**src/rtl/udp_tx_arbiter_if.sv**
```systemverilog
// Byte-wide AXI-Stream link with a 12-bit length sideband (tuser).
// master drives the payload; slave returns tready.
interface udp_tx_arbiter_if;
    logic [7:0]  tdata;
    logic        tvalid;
    logic        tlast;
    logic [11:0] tuser;
    logic        tready;

    modport master (
        output tdata,
        output tvalid,
        output tlast,
        output tuser,
        input  tready
    );

    modport slave (
        input  tdata,
        input  tvalid,
        input  tlast,
        input  tuser,
        output tready
    );
endinterface

```
**src/rtl/udp_tx_arbiter.sv**
```systemverilog
// Packet-granular round-robin arbiter sharing the UDP transmit path between
// the GPIO AXIS source (s0) and the MM2S DMA source (s1). A grant is held for
// a whole packet, followed by an inter-packet gap; per-source packet counters
// and sticky length-mismatch flags are kept alongside.
module udp_tx_arbiter #(
    parameter int unsigned IFG_CYCLES = 16,
    parameter int unsigned CNT_W      = 16
) (
    input  logic                clk,
    input  logic                reset_n,
    udp_tx_arbiter_if.slave     s0_axis,
    udp_tx_arbiter_if.slave     s1_axis,
    udp_tx_arbiter_if.master    m_axis,
    input  logic                tx_ready,
    output logic [1:0]          grant,
    output logic [CNT_W-1:0]    pkt_cnt0,
    output logic [CNT_W-1:0]    pkt_cnt1,
    output logic [1:0]          len_err,
    input  logic                err_clr
);

    localparam int unsigned GapW = (IFG_CYCLES > 0) ? $clog2(IFG_CYCLES + 1) : 1;

    typedef enum logic [1:0] {
        StIdle,
        StXfer,
        StGap
    } state_e;

    state_e           state_q, state_d;
    logic [1:0]       grant_q, grant_d;
    logic             last_s1_q, last_s1_d;   // 1: source 1 owned the previous packet
    logic [GapW-1:0]  gap_q, gap_d;
    logic [11:0]      byte_q, byte_d;
    logic [11:0]      len_q, len_d;
    logic [CNT_W-1:0] cnt0_q, cnt0_d;
    logic [CNT_W-1:0] cnt1_q, cnt1_d;
    logic [1:0]       err_q, err_d;

    logic             xfer;
    logic             sel_s1;
    logic [7:0]       cur_data;
    logic             cur_valid;
    logic             cur_last;
    logic [11:0]      cur_user;
    logic             hs;
    logic [11:0]      eff_len;
    logic             pick_s1;

    assign xfer   = (state_q == StXfer);
    assign sel_s1 = grant_q[1];

    // Route the granted source onto the master port; everything idles at zero otherwise.
    always_comb begin
        cur_data  = 8'h00;
        cur_valid = 1'b0;
        cur_last  = 1'b0;
        cur_user  = 12'h000;
        if (xfer) begin
            if (sel_s1) begin
                cur_data  = s1_axis.tdata;
                cur_valid = s1_axis.tvalid;
                cur_last  = s1_axis.tlast;
                cur_user  = s1_axis.tuser;
            end else begin
                cur_data  = s0_axis.tdata;
                cur_valid = s0_axis.tvalid;
                cur_last  = s0_axis.tlast;
                cur_user  = s0_axis.tuser;
            end
        end
    end

    assign m_axis.tdata   = cur_data;
    assign m_axis.tvalid  = cur_valid;
    assign m_axis.tlast   = cur_last;
    assign m_axis.tuser   = cur_user;
    assign s0_axis.tready = xfer & ~sel_s1 & m_axis.tready;
    assign s1_axis.tready = xfer &  sel_s1 & m_axis.tready;

    assign hs = cur_valid & m_axis.tready;

    // A single-beat packet has no captured length yet, so use the live tuser.
    assign eff_len = (byte_q == 12'd0) ? cur_user : len_q;

    // Next-state: arbitration, packet bookkeeping and gap countdown.
    always_comb begin
        state_d   = state_q;
        grant_d   = grant_q;
        last_s1_d = last_s1_q;
        gap_d     = gap_q;
        byte_d    = byte_q;
        len_d     = len_q;
        cnt0_d    = cnt0_q;
        cnt1_d    = cnt1_q;
        err_d     = err_clr ? 2'b00 : err_q;
        pick_s1   = 1'b0;

        case (state_q)
            StIdle: begin
                if (tx_ready && (s0_axis.tvalid || s1_axis.tvalid)) begin
                    if (s0_axis.tvalid && s1_axis.tvalid) begin
                        pick_s1 = ~last_s1_q;
                    end else begin
                        pick_s1 = s1_axis.tvalid;
                    end
                    grant_d = pick_s1 ? 2'b10 : 2'b01;
                    byte_d  = 12'd0;
                    state_d = StXfer;
                end
            end
            StXfer: begin
                if (hs) begin
                    if (byte_q == 12'd0) begin
                        len_d = cur_user;
                    end
                    byte_d = byte_q + 12'd1;
                    if (cur_last) begin
                        byte_d = 12'd0;
                        if (sel_s1) begin
                            cnt1_d = cnt1_q + CNT_W'(1);
                        end else begin
                            cnt0_d = cnt0_q + CNT_W'(1);
                        end
                        // A zero length disables the check; a new error beats err_clr.
                        if ((eff_len != 12'd0) && (eff_len != (byte_q + 12'd1))) begin
                            err_d[sel_s1] = 1'b1;
                        end
                        last_s1_d = sel_s1;
                        grant_d   = 2'b00;
                        if (IFG_CYCLES == 0) begin
                            state_d = StIdle;
                        end else begin
                            gap_d   = GapW'(IFG_CYCLES);
                            state_d = StGap;
                        end
                    end
                end
            end
            StGap: begin
                gap_d = gap_q - GapW'(1);
                if (gap_q <= GapW'(1)) begin
                    gap_d   = '0;
                    state_d = StIdle;
                end
            end
            default: begin
                state_d = StIdle;
                grant_d = 2'b00;
            end
        endcase
    end

    // State register; reset aborts any packet in flight.
    always_ff @(posedge clk or negedge reset_n) begin
        if (!reset_n) begin
            state_q   <= StIdle;
            grant_q   <= 2'b00;
            last_s1_q <= 1'b1;
            gap_q     <= '0;
            byte_q    <= 12'd0;
            len_q     <= 12'd0;
            cnt0_q    <= '0;
            cnt1_q    <= '0;
            err_q     <= 2'b00;
        end else begin
            state_q   <= state_d;
            grant_q   <= grant_d;
            last_s1_q <= last_s1_d;
            gap_q     <= gap_d;
            byte_q    <= byte_d;
            len_q     <= len_d;
            cnt0_q    <= cnt0_d;
            cnt1_q    <= cnt1_d;
            err_q     <= err_d;
        end
    end

    assign grant    = grant_q;
    assign pkt_cnt0 = cnt0_q;
    assign pkt_cnt1 = cnt1_q;
    assign len_err  = err_q;

endmodule

```
**src/flat_wrapper.sv**
```systemverilog
// flat-port wrapper written by rule: the top's interface ports become plain ports
module udp_tx_arbiter_flat 
#(
    parameter int unsigned IFG_CYCLES = 16,
    parameter int unsigned CNT_W      = 16
)
  (clk, reset_n, tx_ready, grant, pkt_cnt0, pkt_cnt1, len_err, err_clr, s0_axis_tdata, s0_axis_tvalid, s0_axis_tlast, s0_axis_tuser, s0_axis_tready, s1_axis_tdata, s1_axis_tvalid, s1_axis_tlast, s1_axis_tuser, s1_axis_tready, m_axis_tdata, m_axis_tvalid, m_axis_tlast, m_axis_tuser, m_axis_tready);
  udp_tx_arbiter_if s0_axis_i ();
  udp_tx_arbiter_if s1_axis_i ();
  udp_tx_arbiter_if m_axis_i ();
  input  logic clk;
  input  logic reset_n;
  input  logic tx_ready;
  output logic [1:0] grant;
  output logic [CNT_W-1:0] pkt_cnt0;
  output logic [CNT_W-1:0] pkt_cnt1;
  output logic [1:0] len_err;
  input  logic err_clr;
  input wire logic [$bits(s0_axis_i.tdata)-1:0] s0_axis_tdata;
  input wire logic [$bits(s0_axis_i.tvalid)-1:0] s0_axis_tvalid;
  input wire logic [$bits(s0_axis_i.tlast)-1:0] s0_axis_tlast;
  input wire logic [$bits(s0_axis_i.tuser)-1:0] s0_axis_tuser;
  output wire logic [$bits(s0_axis_i.tready)-1:0] s0_axis_tready;
  input wire logic [$bits(s1_axis_i.tdata)-1:0] s1_axis_tdata;
  input wire logic [$bits(s1_axis_i.tvalid)-1:0] s1_axis_tvalid;
  input wire logic [$bits(s1_axis_i.tlast)-1:0] s1_axis_tlast;
  input wire logic [$bits(s1_axis_i.tuser)-1:0] s1_axis_tuser;
  output wire logic [$bits(s1_axis_i.tready)-1:0] s1_axis_tready;
  output wire logic [$bits(m_axis_i.tdata)-1:0] m_axis_tdata;
  output wire logic [$bits(m_axis_i.tvalid)-1:0] m_axis_tvalid;
  output wire logic [$bits(m_axis_i.tlast)-1:0] m_axis_tlast;
  output wire logic [$bits(m_axis_i.tuser)-1:0] m_axis_tuser;
  input wire logic [$bits(m_axis_i.tready)-1:0] m_axis_tready;
  assign s0_axis_i.tdata = s0_axis_tdata;
  assign s0_axis_i.tvalid = s0_axis_tvalid;
  assign s0_axis_i.tlast = s0_axis_tlast;
  assign s0_axis_i.tuser = s0_axis_tuser;
  assign s0_axis_tready = s0_axis_i.tready;
  assign s1_axis_i.tdata = s1_axis_tdata;
  assign s1_axis_i.tvalid = s1_axis_tvalid;
  assign s1_axis_i.tlast = s1_axis_tlast;
  assign s1_axis_i.tuser = s1_axis_tuser;
  assign s1_axis_tready = s1_axis_i.tready;
  assign m_axis_tdata = m_axis_i.tdata;
  assign m_axis_tvalid = m_axis_i.tvalid;
  assign m_axis_tlast = m_axis_i.tlast;
  assign m_axis_tuser = m_axis_i.tuser;
  assign m_axis_i.tready = m_axis_tready;
  udp_tx_arbiter #(.IFG_CYCLES(IFG_CYCLES), .CNT_W(CNT_W)) u_core (.clk(clk), .reset_n(reset_n), .s0_axis(s0_axis_i), .s1_axis(s1_axis_i), .m_axis(m_axis_i), .tx_ready(tx_ready), .grant(grant), .pkt_cnt0(pkt_cnt0), .pkt_cnt1(pkt_cnt1), .len_err(len_err), .err_clr(err_clr));
endmodule
```
**config.mk**
```make
export PLATFORM = sky130hd
export DESIGN_NAME = udp_tx_arbiter_flat
export DESIGN_NICKNAME = d
export VERILOG_FILES = /design/src/rtl/udp_tx_arbiter_if.sv /design/src/rtl/udp_tx_arbiter.sv /design/src/flat_wrapper.sv
export SDC_FILE = /design/constraint.sdc
export NUM_CORES = 1
export LEC_CHECK = 0
export ABC_AREA = 1
export CAP_MARGIN = 0
export CORE_MARGIN = 10
export CORE_UTILIZATION = 25
export CTS_CLUSTER_DIAMETER = 200
export DETAILED_ROUTE_END_ITERATION = 7
export GPL_TIMING_DRIVEN = 0
export PLACE_DENSITY_LB_ADDON = 0.08
export SETUP_SLACK_MARGIN = 0.3
export SLEW_MARGIN = 40
export SYNTH_ARGS = -nofsm -noshare
export SYNTH_HDL_FRONTEND = slang
export SYNTH_SLANG_ARGS = --single-unit
```
**constraint.sdc**
```tcl
create_clock -name clk -period 2 [get_ports clk]
set_input_delay 0.4 -clock clk [delete_from_list [all_inputs] [get_ports clk]]
set_output_delay 0.4 -clock clk [all_outputs]
set_load 0.005 [all_outputs]
```
==> results of run 1 <==
==> flip-flops by register name (all words and copies together) (netlist names) <==
register	cells
u_core.byte_q	12
u_core.last_s1_q	1
u_core.gap_q	5
u_core.len_err	2
u_core.state_q	2
u_core.len_q	12
u_core.pkt_cnt0	16
u_core.grant	2
u_core.pkt_cnt1	16
==> critical path, delay by kind of cell (launching register included) <==
kind | cells | cell delay, ns
compound gates | 1 | 0.23
simple gates | 2 | 0.21
flops | 1 | 0.45
buf+inv | 3 | 0.33
==> kinds of logic (layout without fill, tap and decap cells) <==
| logic type | after synthesis | after routing | share of synthesized area [%] |
|---|---|---|---|
| mux | 5 | 5 | 1.33 |
| simple gates | 344 | 348 | 35.5 |
| compound gates | 48 | 48 | 7.03 |
| xor+xnor | 32 | 32 | 6.64 |
| fa+ha+maj | 6 | 6 | 1.78 |
| buf+inv | 81 | 328 | 7.32 |
| flops | 68 | 68 | 40.3 |
==> through the flow <==
| stage | std cells | setup slack, ns |
|---|---|---|
| 6_report | 1055 | 0.0399 |
| 5_1_grt | 1055 | -0.0709 |
| 4_1_cts | 1027 | 0.0394 |
| 3_5_place_dp | 913 | -0.379 |
| 3_3_place_gp | 912 | -2.44 |
| 2_1_floorplan | 584 | 0.229 |
==> repair_timing <==
item / in CTS / in global routing
resized for setup: 298 / 159
endpoints found under the hold margin: 19 / 0
endpoints found under the setup margin: 110 / 97
pin swaps: 60 / 55
setup buffers: 90 / 26
hold buffers: 1 / 0
cloned: 7 / 2
==> layout by cell type (no fill, tap or decap), types with 7 or more instances in the layout <==
master / count
nor2_1: 22
dfrtp_1: 60
nor2_2: 9
nand3_1: 41
buf_8: 9
nand2_4: 27
inv_1: 53
clkbuf_16: 10
nand3_2: 20
nand2_2: 47
nor2_4: 21
a22o_1: 8
o21ai_1: 11
xor2_1: 18
buf_6: 49
xnor2_1: 9
nand2_1: 130
o22ai_2: 7
inv_2: 11
clkdlybuf4s50_1: 75
o21ai_2: 7
buf_4: 71
buf_2: 15
dfrtp_2: 7
==> worst paths after layout <==
check,endpoint,from
max in group asynchronous,u_core.last_s1_q,reset_n
max reg2reg,u_core.len_err[1],u_core.byte_q[0]
max,m_axis_tvalid,u_core.state_q[1]
min in group asynchronous,u_core.grant[0],reset_n
min reg2reg,u_core.pkt_cnt0[15],u_core.pkt_cnt0[15]
min,u_core.pkt_cnt0[15],u_core.pkt_cnt0[15]
==> power groups by stage <==
stage	Clock (mW)	Combinational (mW)	Sequential (mW)
after detailed placement	0	3.80	1.91
after floorplan	0	2.25	1.86
final	1.65	7.03	1.90
after CTS	1.71	6.01	1.86
after global placement	0	3.77	1.90
after global routing	1.76	7.59	1.93
==> final cells by class <==
type	count	area (µm²)	share of cell area, %
Inverter	73	304	3.73
Tap cell	220	275	3.38
Timing Repair Buffer	231	2240	27.5
Sequential cell	68	1710	21.0
Clock buffer	11	243	2.98
Buffer	8	120	1.47
Clock inverter	5	61.3	0.752
Multi-Input combinational cell	439	3200	39.2
==> routing by layer <==
layer  global-route usage (%)  vias up
met4                     3.89        0
met1                     17.1     2299
met2                     25.2       88
met5                        0        -
met3                     3.89       13
li1                         -     2368
==> run metrics, run 1 <==
outcome completed; post-route cell area between 8000 and 9000 µm²; Pre-antenna DRT Iters 4; Startpoint Class flip-flop; Final GP Congestion about 0.84; Commonest cells post-synth 203 x nand2_1, 67 x dfrtp_1, 67 x inv_1; Syn Inst Count 584; Starting DRT DRC Count between 200 and 250; P_int just over 6 mW; DR top layer met4; Hold Crit Depth 1; largest area contributor in the netlist dfrtp_1; period utilization a little under 100%; Fin Setup TNS 0 ns; most frequent cell after synthesis nand2_1; diode count 0; sw power around 4.5 mW; most frequent CP cell inv_4; Net Sw Frac around 43%; DRT met1 WL between 7000 and 8000 µm; Root Buffer clkbuf_16; Cell Rows 47; Die ar. roughly 22000 µm²; CTS tree built; met2 routed WL ~9000 µm; Tmin final around 2.0 ns; Fillers approximately 1.6k; gr usage total 14.5%; IO buf count 108; Placeable Area roughly 17000 µm²; Max-cap violations 0; Peak VDD IR 662 µV; ys flop type dfrtp_1; Yosys warning total 0; vias per inst 4.52; WL per Instance between 15 and 20 µm; global route overflow 0; #FFs+latches synth 68; post-synthesis async set-or-reset flop share between 90% and 100%; RSZ-0062 raised after global routing true; EDFF count, synth 0; area grow syn2layout 93.2%; share of Yosys cell area claimed by the top area cell type 39.7%; sequential area share after synthesis about two fifths; area post-placement 5650 µm²; Critical-path top delay cell dfrtp_2; worst min path class reg -> reg; static leakage 4.07 nW; Critical Path End Type output port; hold_ws about 0.46 ns; Clk pwr share between 10% and 20%; nets around 890; critical path class reg -> out; Die Span Y 150 µm; largest net degree at the start of global routing 50; Largest stage delay, worst path 0.45 ns; r2r setup slk between 0.03 and 0.04 ns; synthesized area per cell 7.23 µm²; Sequential Power Share between 15 and 20%; crit-path max FO 4; fmax slightly above 500 MHz; Longest Clk Path Bufs 2; share of cells above drive strength 1 a little under half; Post-Syn Area about 4200 µm²; Max-Slew Margin vs Limit about 67%; Logic pwr share 66.5%; DRC viols 0; I/O pin count between 100 and 150; H-tree Lvls 3; Total Wirelength 16800 µm; Total Power ~11 mW; clock latency on the worst-skew pair roughly 0.35 ns; CP required 1.60 ns; vias in the first global route 4794; Worst Path Arrival between 1.5 and 2 ns; syn_nets between 600 and 700; clock sinks 68; final setup violating endpoints 0; vias post-DR around 4.8k; first-pass GRT wire length 25400 µm; Worst-path clk slew about 0.060 ns; worst reg2reg path depth 12; PD cells approximately 1300 nW/µm²; Slew @ Worst Pin between 0.4 and 0.5 ns; final hold violation count 0; initial antenna violation count 0; Cell variety after synth 33; met3 wire len ~670 µm; post-route ant nets 0; Initial Utilization between 20 and 30%; HPWL Detailed 11000 µm; worst path cell trace inv_4, nand2_8, nor2_8, inv_4, o21ai_4, buf_2; Die W 150 µm; max-slew violation count 0; Clock Skews approximately 0.007 ns; final core utilization between 40% and 50%; CTS buffer count 9; synth top area cells dfrtp_1 40%, nand2_1 18%, nand3_1 7.5%, inv_1 6.0%, nor2_1 4.2%
No activity file was read; power rests on OpenSTA's default activity.
==> run 2: changes to the inputs <==
ABC_AREA = 0   (was 1)
SKIP_LAST_GASP = 1   (was unset)
==> run 2 against run 1 <==
The run now ends with negative setup slack left. Clock power is 8% lower. Core utilization shrank 0.90 points. Worst hold slack got worse by 0.0031 ns. Clock skew fell by 0.00095 ns. Critical path type is now reg -> reg. Critical endpoint is now u_core.len_err[0].
==> run metrics, run 2 <==
Post-Syn Area ~4000 µm²; area grow syn2layout 90.0%; Critical Path End Type flip-flop; Startpoint Class flip-flop; worst path cell trace inv_2, ha_4, nor4b_4, nand3_4, buf_12, mux2i_2, xnor2_1, nand4_1, a2111oi_4, o22ai_1; Initial Utilization 25.4%; initial antenna violation count 0; vias per inst between 4 and 5; largest area contributor in the netlist dfrtp_1; # placed instances 726; Final GP Congestion between 0.7 and 0.8; final hold violation count 0; synthesized area per cell around 10 µm²; syn_nets between 400 and 500; worst slack, placed -0.830 ns; H-tree Lvls 3; RSZ-0062 raised after global routing true; PD cells 1240 nW/µm²; nets a little under 700; critical path class reg -> reg; outcome complete, but fails checks; Cell Rows 46; clock latency on the worst-skew pair between 0.3 and 0.4 ns; Syn Inst Count roughly 400; Largest stage delay, worst path between 0.4 and 0.5 ns; most frequent cell after synthesis dfrtp_1; Longest Clk Path Bufs 2; crit-path max FO 6; post-route cell area 7610 µm²; max-slew violation count 0; global route overflow 0; static leakage 3.33 nW; synth top area cells dfrtp_1 42%, mux2i_1 8.7%, xnor2_1 6.6%, mux2_2 4.2%, nor2_1 3.8%; commonest cells after routing, fill and taps aside 78 x clkdlybuf4s50_1, 60 x dfrtp_1, 57 x buf_4; failing checks negative setup slack; Tmin final approximately 2.5 ns; Root Buffer clkbuf_16; diode count 0; Pre-antenna DRT Iters 4; WL per Instance roughly 16 µm; first-pass GRT wire length about 22000 µm; Commonest cells post-synth 67 x dfrtp_1, 41 x nor2_1, 35 x mux2i_1; HPWL Detailed approximately 8900 µm; Worst Path Arrival approximately 2.7 ns; Cell variety after synth 50; vias post-DR 3871; worst min path class reg -> reg; area post-placement 5610 µm²; share of Yosys cell area claimed by the top area cell type 41.8%; CTS buffer count 9; final setup violating endpoints 68; DRC viols 0; largest net degree at the start of global routing 42; r2r startpoint u_core.byte_q[1]; vias in the first global route ~4.1k; Critical-path top delay cell dfrtp_1; Placeable Area 15800 µm²; post-route ant nets 0; Peak VDD IR ~700 µV; I/O pin count roughly 110; share of cells above drive strength 1 between 40 and 50%; most common cell after layout, fill and taps aside clkdlybuf4s50_1; setup ws final -0.538 ns; Die Span Y approximately 150 µm; sequential area share after synthesis a little over two fifths; fin cells 850; Die W approximately 150 µm; fmax approximately 390 MHz; gr usage total roughly 12%; period utilization 127%; EDFF count, synth 0; post-synthesis async set-or-reset flop share 100%; Fin Setup TNS -10.13 ns; Total Wirelength 13600 µm; Max-cap violations 0; IO buf count around 110; Max-Slew Margin vs Limit roughly two thirds; worst setup path startpoint u_core.byte_q[1]; Die ar. ~21000 µm²; #FFs+latches synth between 60 and 70; Clock Skews slightly above 0.006 ns; hold path start u_core.pkt_cnt1[15]; CTS tree built; clock sinks 68; Slew @ Worst Pin about 0.49 ns; Yosys warning total 0; ys flop type dfrtp_1; Total Power approximately 9.5 mW; CP required between 2 and 2.5 ns; Worst-path clk slew about 0.060 ns; Starting DRT DRC Count ~140
==> run 2: cell types whose count changed after synthesis, sizes merged, moves of 9 or more <==
cell / change
nand2: -174
inv: -63
nand3: -44
mux2i: +36
xnor2: +18
and3: +10
mux2: +10
buf: +9
nor2: -9
==> run 2: cell families (layout without fill, tap and decap cells) <==
group,count (synthesis),in the layout,synth area share (%)
muxes,51,51,13.5
buffers and inverters,27,260,3.15
DFF,68,68,42.5
and+or+nand+nor,155,155,20.6
xor gates and xnor gates,47,47,11.0
AOI/OAI and AO/OA,47,47,7.40
adders and majority gates,6,6,1.87
==> run 2: routing by layer <==
| layer | wire (µm) | GRT usage (%) | vias to the layer above |
|---|---|---|---|
| met5 | 0 | 0 | - |
| met4 | 200 | 4.20 | 0 |
| met3 | 978 | 5.04 | 14 |
| met2 | 6260 | 19.4 | 105 |
| met1 | 6180 | 15.2 | 1872 |
| li1 | - | - | 1880 |
==> run 2: layout make-up <==
class | count | area (µm²)
inverters | 9 | 36.3
fillers | 1459 | 8160
clock inverters | 4 | 25.0
well taps | 216 | 270
repair buffers | 218 | 2130
clock buffers | 11 | 253
plain buffers | 18 | 220
flip-flops and latches | 68 | 1710
multi-input cells | 306 | 2960
==> run 2: worst paths after layout <==
path	end	slack [ns]	cells after the start
min	u_core.pkt_cnt1[15]	0.46	1
min reg2reg	u_core.pkt_cnt1[15]	0.46	1
max in group asynchronous	u_core.len_q[9]	0.97	3
max reg2reg	u_core.len_err[0]	-0.54	10
min in group asynchronous	u_core.pkt_cnt0[10]	0.51	2
max	u_core.len_err[0]	-0.54	10
==> run 2: critical path, delay by kind of cell (launching register included) <==
| kind | cells | cell delay, ns |
|---|---|---|
| flops | 1 | 0.45 |
| xor+xnor | 1 | 0.14 |
| compound gates | 2 | 0.57 |
| fa+ha+maj | 1 | 0.12 |
| buf+inv | 2 | 0.31 |
| mux | 1 | 0.20 |
| simple gates | 3 | 0.61 |
==> run 2: report_power, final <==
group | internal, mW | total (mW) | leakage (nW) | switching [mW]
Combinational | 3.48 | 5.97 | 2.30 | 2.49
Sequential | 1.67 | 1.98 | 0.897 | 0.310
Clock | 0.896 | 1.51 | 0.133 | 0.619
==> run 2: through the flow <==
| stage | utilization (%) | hold slack [ns] |
|---|---|---|
| after floorplan | - | 0.104 |
| after global placement | 35.4 | 0.454 |
| after detailed placement | 35.6 | 0.300 |
| after CTS | 44.0 | 0.465 |
| after global routing | 48.3 | 0.501 |
| final | 48.3 | 0.461 |
==> run 2: what timing repair did <==
action / 4_1_cts / 5_1_grt
gates resized for setup: 240 / 96
endpoints found under the setup margin: 101 / 99
cloned: 6 / 0
hold endpoints to repair: 26 / 0
pin swaps: 44 / 44
hold buffers: 1 / 0
setup buffers: 62 / 40
